## src/rtl/msg_pkg.sv

```systemverilog
// msg_pkg: shared FSM state encoding and default idle word for message_queue
package msg_pkg;
   typedef enum logic [1:0] {
      IDLE     = 2'b00,
      WAIT     = 2'b01,
      TRANSMIT = 2'b11
   } state_t;
   localparam logic [63:0] DEFAULT_IDLE_WORD = '1;
endpackage

```

## src/rtl/msg_fifo.sv

```systemverilog
// msg_fifo: circular word store with wrapping pointers, registered count and overflow pulse
module msg_fifo #(
   parameter int DATA_W = 8,
   parameter int DEPTH  = 4
) (
   input  logic                       clk,
   input  logic                       nRst,
   input  logic                       clear,
   input  logic                       push,
   input  logic                       pop,
   input  logic [DATA_W-1:0]          wdata,
   output logic [DATA_W-1:0]          rdata,
   output logic [$clog2(DEPTH+1)-1:0] count,
   output logic                       full,
   output logic                       empty,
   output logic                       overflow
);
   localparam int AW = $clog2(DEPTH);
   localparam int CW = $clog2(DEPTH+1);
   logic [DATA_W-1:0] mem [DEPTH];
   logic [AW-1:0] wptr, rptr;
   logic push_ok;
   // a pop in the same cycle frees the slot a full-queue push needs
   assign push_ok = push && (!full || pop);
   assign full = count == CW'(DEPTH);
   assign empty = count == '0;
   assign rdata = mem[rptr];
   always_ff @(posedge clk or negedge nRst) begin
      if (!nRst) begin
         wptr <= '0;
         rptr <= '0;
         count <= '0;
         overflow <= 1'b0;
      end else if (clear) begin
         wptr <= '0;
         rptr <= '0;
         count <= '0;
         overflow <= 1'b0;
      end else begin
         wptr <= wptr + AW'(push_ok);
         rptr <= rptr + AW'(pop);
         count <= count + CW'(push_ok) - CW'(pop);
         overflow <= push && !push_ok;
      end
   end
   always_ff @(posedge clk) begin
      if (push_ok && !clear)
         mem[wptr] <= wdata;
   end
endmodule

```

## src/rtl/message_queue.sv

```systemverilog
// message_queue: word queue feeding a handshaked transmitter via an IDLE/WAIT/TRANSMIT FSM
module message_queue import msg_pkg::*; #(
   parameter int                DATA_W    = 8,
   parameter int                DEPTH     = 4,
   parameter logic [DATA_W-1:0] IDLE_WORD = DEFAULT_IDLE_WORD[DATA_W-1:0]
) (
   input  logic                       clk,
   input  logic                       nRst,
   input  logic                       ready,
   input  logic [DATA_W-1:0]          data,
   input  logic                       transmit_ready,
   input  logic                       clear,
   output logic [DATA_W-1:0]          tx_byte,
   output logic                       tx_ctrl,
   output logic                       blue,
   output logic [$clog2(DEPTH+1)-1:0] count,
   output logic                       full,
   output logic                       empty,
   output logic                       overflow
);
   localparam int CW = $clog2(DEPTH+1);
   state_t state, state_nxt;
   logic pop;
   logic [DATA_W-1:0] head;
   assign pop = state == TRANSMIT;
   msg_fifo #(.DATA_W(DATA_W), .DEPTH(DEPTH)) u_fifo (
      .clk(clk), .nRst(nRst), .clear(clear), .push(ready), .pop(pop),
      .wdata(data), .rdata(head), .count(count), .full(full),
      .empty(empty), .overflow(overflow)
   );
   always_ff @(posedge clk or negedge nRst) begin
      if (!nRst)
         state <= IDLE;
      else
         state <= state_nxt;
   end
   // leaving TRANSMIT: words remain if more than the popped one, or a push lands now
   always_comb begin
      state_nxt = IDLE;
      case (state)
         IDLE:     state_nxt = empty ? IDLE : WAIT;
         WAIT:     state_nxt = transmit_ready ? TRANSMIT : WAIT;
         TRANSMIT: state_nxt = (count > CW'(1) || ready) ? WAIT : IDLE;
         default:  state_nxt = IDLE;
      endcase
      if (clear)
         state_nxt = IDLE;
   end
   assign tx_ctrl = state != IDLE;
   assign blue = state == TRANSMIT;
   assign tx_byte = blue ? head : IDLE_WORD;
endmodule

```

## config.mk

```make
export PLATFORM = sky130hd
export DESIGN_NAME = message_queue
export DESIGN_NICKNAME = d
export VERILOG_FILES = /design/src/rtl/msg_pkg.sv /design/src/rtl/msg_fifo.sv /design/src/rtl/message_queue.sv
export SDC_FILE = /design/constraint.sdc
export NUM_CORES = 1
export LEC_CHECK = 0
export CAP_MARGIN = 5
export CELL_PAD_IN_SITES_DETAIL_PLACEMENT = 0
export CELL_PAD_IN_SITES_GLOBAL_PLACEMENT = 1
export CORE_UTILIZATION = 43
export DETAILED_ROUTE_END_ITERATION = 7
export PLACE_DENSITY_LB_ADDON = 0.1
export SLEW_MARGIN = 5
export SYNTH_ARGS = -nofsm -noshare
export SYNTH_HDL_FRONTEND = slang
export SYNTH_SLANG_ARGS = --single-unit
```

## constraint.sdc

```tcl
create_clock -name clk -period 2.9 [get_ports clk]
set_input_delay 0.58 -clock clk [delete_from_list [all_inputs] [get_ports clk]]
set_output_delay 0.58 -clock clk [all_outputs]
set_load 0.05 [all_outputs]
```

==> qor.yml, run 1 <==
status:
  status: "finished, final reports clean"
die:
  core_area_mm2: 0.004000
  die_w_um: 66.78
  ios: 29
  start_util_pct: 45.10
  die_h_um: 66.78
  dieArea_mm2: 0.004459
  row_count: 23
sta:
  worstMarginPinSlew_ns: 0.5092
  fin_crit_sh_pct: 90.10
  period_minus_slack_ns: 2.613
  finalHoldViolCount: 0
  setup_violations: 0
  rsz0062_at_grt: "false"
  fin_skew_ns: 0.006209
  drv_slew: 0
  relSlewSlack_pct: 65.95
  setup_tns_ns: 0
  layout_setup_ws_ns: 0.2871
  fmax_mhz: 382.7
routing:
  wl_per_cell_um: 15.74
  drc: 0
  totalWireLength_um: 3164
  drtIter0Drc: 58
  vias_per_cell: 5.134
  dr.pass1.iters: 3
  via_count: 1032
  postRouteAntennaNets: 0
synth:
  netlist_top_cells_area: "edfxtp_1, dfrtp_1, mux2i_1, ha_1, a22oi_1"
  ys.flop_type: "edfxtp_1"
  synth_cells: 113
  synth.distinct_cells: 26
  synth_nets: 132
  synth_top_cell_by_area: "edfxtp_1"
  yosys_warnings: 0
  synth_edf_count: 32
  seq_area_frac_synth_pct: 67.13
  avgSynthCellArea_um2: 15.97
  ys_ff_latch: 42
  async_reset_ff_share_pct: 23.81
  syn_area_mm2: 0.001804
  synth_top_area_share_pct: 53.26
global_route:
  grt_pass1_wl_um: 5382
  grtUsageMet2_pct: 28.41
  grt_pass1_vias: 1064
  antenna_found_initial: 0
  busiest_layer: "met2"
  global_route.usage.met3_pct: 4.623
  grt-ovfl-total: 0
  grtUsageMet1_pct: 21.67
  grt_max_degree: 14
  grt_use_total_pct: 17.49
worst_setup_path:
  path_class: "reg -> out"
  worstPathArrival_ns: 2.03
  crit_path_end_kind: "output pin"
  crit_required_ns: 2.32
  start_kind: "flop"
  path_max_fanout: 7
layout:
  insertedDiodeCount: 0
  syn2layout_area_growth_pct: 24.13
  layout.nets: 169
  fillerInstances: 327
  drive_gt1_share_pct: 19.21
clock_tree:
  h-tree-depth: 2
  cts_tree: "yes"
  cts-hold-fix-buffers: 0
  clock_path_buffers: 2
  cts_setup_buffers: 0
  cts_inserted_buffers: 5
  clk_pin_slew_ns: 0.07
  cts_resized: 0
  cts_root_buf: "clkbuf_8"
  clkLatencyLatePin_ns: 0.29
  cts_sinks: 42
min_path:
  hp-class: "reg -> reg"
placement:
  gp_routability_congestion: 0.7143
  dp_hpwl_um: 2258
  io_buffers: 28
  post-place-ws_ns: 0.5441
power:
  power.total_w: 0.001499
  power_leakage_nw: 0.7917
  pwr_density_cell_mw_per_mm2: 669.4
  vdd_drop_max_mv: 0.3747
flow_run:
  drv_cap: 0
[power breakdown]
group	switching, W	internal [W]
combinational	0.000240	0.000155
sequential	0.0000519	0.000702
clock	0.000186	0.000164
[cells in the mapped netlist (2+ instances only)]
cell type / number
a2111oi_1: 4
a22oi_1: 8
and3b_1: 2
buf_6: 2
clkbuf_2: 2
dfrtp_1: 10
edfxtp_1: 32
ha_1: 5
inv_1: 9
mux2i_1: 16
nor2_1: 4
nor2b_1: 3
xnor2_1: 3
[path summary, 6_finish.rpt]
| kind | startpoint | endpoint | slack (ns) | depth (start not counted) |
|---|---|---|---|---|
| min reg2reg | u_fifo.rptr[1] | u_fifo.rptr[1] | 0.57 | 2 |
| max in group asynchronous | nRst | u_fifo.rptr[1] | 1.98 | 1 |
| min | u_fifo.rptr[1] | u_fifo.rptr[1] | 0.57 | 2 |
| max | u_fifo.count[0] | full | 0.29 | 2 |
| max reg2reg | state[1] | u_fifo.count[2] | 0.85 | 9 |
| min in group asynchronous | nRst | u_fifo.count[0] | 0.60 | 1 |
[area by class of cell]
type	count	area [µm²]	area share, %
inverters	9	33.78	1.508
clock inverters	3	16.27	0.7263
well taps	50	62.56	2.793
clock buffers	5	68.82	3.073
repair buffers	35	312.8	13.97
flip-flops and latches	42	1211	54.08
multi-input cells	57	534.3	23.85
[per-layer routing]
| layer | share of wire [%] | vias up |
|---|---|---|
| met2 | 53 | 17 |
| met4 | 1.7 | 0 |
| met5 | 0 | - |
| li1 | - | 499 |
| met1 | 42 | 510 |
| met3 | 3.5 | 6 |
[state kept, by name (all words and copies together), names as in the netlist]
| register | flops |
|---|---|
| u_fifo.rptr | 2 |
| state | 2 |
| u_fifo.mem | 32 |
| u_fifo.wptr | 2 |
| u_fifo.overflow | 1 |
| u_fifo.count | 3 |
[metrics by stage]
| stage | hold slack (ns) | util (%) | instances | area, µm² |
|---|---|---|---|---|
| after floorplan | 0.2844 | - | 113 | 1804 |
| after global placement | 0.5405 | 53.86 | 193 | 2155 |
| after detailed placement | 0.5524 | 53.86 | 193 | 2155 |
| after CTS | 0.5730 | 55.99 | 201 | 2240 |
| after global routing | 0.6241 | 55.99 | 201 | 2240 |
| final | 0.5690 | 55.99 | 201 | 2240 |
[critical path, cell delays in order, from the launching register on]
cell and delay (ns):
dfrtp_1 0.46, nor3b_4 0.40, clkdlybuf4s50_1 0.88
[cell families (layout without fill, tap and decap cells)]
logic type	after synthesis	after routing	share of synthesized area [%]
flops	42	42	67.13
xor+xnor	3	3	1.457
simple gates	18	18	7.074
mux	16	16	8.876
compound gates	14	14	6.796
buf+inv	14	52	4.091
fa+ha+maj	6	6	4.577
[cells in the final DEF, fill, tap and decap left out, types with 2 or more instances in the layout]
cell type	count
ha_1	5
dfrtp_1	10
clkdlybuf4s50_1	20
xnor2_1	3
a22oi_1	8
inv_1	9
nor2b_1	3
nor2_1	4
buf_4	15
and3b_1	2
mux2i_1	16
edfxtp_1	32
clkbuf_8	5
a2111oi_2	4
No activity file was read; power rests on OpenSTA's default activity.
==> inputs of run 2 (changes only) <==
--- a/config.mk
+++ b/config.mk
@@ -9,6 +9,7 @@
 export CELL_PAD_IN_SITES_DETAIL_PLACEMENT = 0
 export CELL_PAD_IN_SITES_GLOBAL_PLACEMENT = 1
 export CORE_UTILIZATION = 43
+export CTS_BUF_LIST = sky130_fd_sc_hd__clkbuf_16
 export DETAILED_ROUTE_END_ITERATION = 7
 export PLACE_DENSITY_LB_ADDON = 0.1
 export SLEW_MARGIN = 5
==> run 2 against run 1 <==
Non-clock buffer count unchanged. First-iteration DRC count grew 6.9%. Utilization up 1.4 points. Critical path depth unchanged. Cell area grew 2.5%. Routed wire length is 2.4% higher. Sequential share of layout area fell by 1.3 points. Clock power grew 50%. Power up 12%. Critical path type unchanged.
==> qor.yml, run 2 (synthesis gave the netlist of run 1 again) <==
status:
  status: "finished, final reports clean"  # unchanged
routing:
  totalWireLength_um: 3241  # was 3164 µm
  wl_per_cell_um: 16.12  # was 15.74 µm
  drtIter0Drc: 62  # was 58
  postRouteAntennaNets: 0  # unchanged
  dr.pass1.iters: 3  # unchanged
  drc: 0  # unchanged
  via_count: 1028  # was 1,032
  vias_per_cell: 5.114  # was 5.134
sta:
  period_minus_slack_ns: 2.592  # was 2.613 ns
  fin_crit_sh_pct: 89.38  # was 90.10%
  relSlewSlack_pct: 65.93  # was 65.95%
  finalHoldViolCount: 0  # unchanged
  fmax_mhz: 385.8  # was 382.7 MHz
  setup_tns_ns: 0  # unchanged
  setup_violations: 0  # unchanged
  fin_skew_ns: 0.007304  # was 0.006209 ns
  rsz0062_at_grt: "false"  # unchanged
  drv_slew: 0  # unchanged
  worstMarginPinSlew_ns: 0.5095  # was 0.5092 ns
min_path:
  hp-class: "reg -> reg"  # unchanged
clock_tree:
  cts_tree: "yes"  # unchanged
  clock_path_buffers: 2  # unchanged
  cts-hold-fix-buffers: 0  # unchanged
  cts_inserted_buffers: 5  # unchanged
  clk_pin_slew_ns: 0.06  # was 0.07 ns
  h-tree-depth: 2  # unchanged
  cts_resized: 0  # unchanged
  cts_sinks: 42  # unchanged
  clkLatencyLatePin_ns: 0.28  # was 0.29 ns
  cts_root_buf: "clkbuf_16"  # was clkbuf_8
  cts_setup_buffers: 0  # unchanged
die:
  ios: 29  # unchanged
  die_h_um: 66.78  # unchanged
  die_w_um: 66.78  # unchanged
  core_area_mm2: 0.004000  # unchanged
  dieArea_mm2: 0.004459  # unchanged
  row_count: 23  # unchanged
  start_util_pct: 45.10  # unchanged
worst_setup_path:
  crit_path_end_kind: "output pin"  # unchanged
  slowest_stage: "clkdlybuf4s50_1"  # unchanged
  crit_required_ns: 2.32  # about the same
  start_kind: "flop"  # unchanged
  path_max_fanout: 7  # unchanged
  crit_path_max_incr_delay_ns: 0.88  # about the same
  path_class: "reg -> out"  # unchanged
  path_cells: "nor3b_4 > clkdlybuf4s50_1"  # unchanged
  worstPathArrival_ns: 2.01  # was 2.03 ns
power:
  vdd_drop_max_mv: 0.3577  # was 0.3747 mV
  pwr_density_cell_mw_per_mm2: 729.7  # was 669.4 mW/mm²
  power.total_w: 0.001675  # was 0.001499 W
  power_leakage_nw: 0.8173  # was 0.7917 nW
placement:
  place_area_mm2: 0.002155  # unchanged
  dp.cells: 193  # unchanged
  io_buffers: 28  # unchanged
  dp_hpwl_um: 2258  # unchanged
  gp_routability_congestion: 0.7143  # unchanged
global_route:
  grt_pass1_vias: 1087  # was 1,064
  grt_use_total_pct: 17.74  # was 17.49%
  grt-ovfl-total: 0  # unchanged
  antenna_found_initial: 0  # unchanged
  grt_max_degree: 14  # unchanged
  grt_pass1_wl_um: 5451  # was 5382 µm
layout:
  regMostFlops: "u_fifo.mem"  # unchanged
  insertedDiodeCount: 0  # unchanged
  layout.nets: 169  # unchanged
  fillerInstances: 321  # was 327
  largest_reg_flops: 32  # unchanged
  top_regs: "u_fifo.mem (32), u_fifo.count (3)"  # unchanged
  postLayoutCellArea_mm2: 0.002296  # was 0.002240 mm²
  drive_gt1_share_pct: 19.21  # unchanged
  syn2layout_area_growth_pct: 27.25  # was 24.13%
  layout_commonest_cell: "edfxtp_1"  # unchanged
  final_cell_mix: "edfxtp_1, clkdlybuf4s50_1, mux2i_1"  # unchanged
  instances_no_fill: 201  # unchanged
flow_run:
  drv_cap: 0  # unchanged
-- run 2: cell counts in the layout (fill, tap and decap cells not counted) --
No cell type changed its count.
-- run 2: critical path, delay by kind of cell, from the launching register on --
| kind | cells | cell delay, ns |
|---|---|---|
| AND/OR/NAND/NOR | 1 | 0.40 |
| flip-flops | 1 | 0.46 |
| buffers and inverters | 1 | 0.88 |
-- run 2: final cells by class --
| class | count | area [µm²] | area share [%] |
|---|---|---|---|
| Timing Repair Buffer | 35 | 312.8 | 13.62 |
| Multi-Input combinational cell | 57 | 534.3 | 23.27 |
| Inverter | 9 | 33.78 | 1.471 |
| Clock buffer | 5 | 125.1 | 5.450 |
| Sequential cell | 42 | 1211 | 52.75 |
| Tap cell | 50 | 62.56 | 2.725 |
| Clock inverter | 3 | 16.27 | 0.7084 |
-- run 2: worst paths after layout --
path	slack, ns	start	to	cells after the start
min in group asynchronous	0.62	nRst	u_fifo.count[1]	1
hold / removal	0.57	u_fifo.rptr[1]	u_fifo.rptr[1]	2
hold reg to reg	0.57	u_fifo.rptr[1]	u_fifo.rptr[1]	2
max in group asynchronous	1.96	nRst	u_fifo.rptr[1]	1
setup reg to reg	0.85	state[1]	u_fifo.count[2]	9
setup / recovery	0.31	u_fifo.count[0]	full	2
-- run 2: through the flow --
stage	hold WS (ns)	worst slack [ns]	utilization (%)
detailed placement	0.5524	0.5441	53.86
CTS	0.5705	0.2924	57.40
global route	0.6208	0.2217	57.40
finish	0.5709	0.3081	57.40
floorplan	0.2844	0.3567	-
global placement	0.5405	0.5487	53.86
-- run 2: where the power goes --
group	internal [W]	switching (W)	total, W
combinational	0.000155	0.000241	0.000396
clock	0.000314	0.000211	0.000524
sequential	0.000703	0.0000522	0.000755
total	0.00117	0.000504	0.00168
-- run 2: per-layer routing --
layer | up-vias | track usage (%) | share of wire [%]
met2 | 15 | 29.04 | 52
met1 | 512 | 21.85 | 43
li1 | 497 | - | -
met4 | 0 | 7.979 | 2.0
met3 | 4 | 4.623 | 3.1
met5 | - | 0 | 0
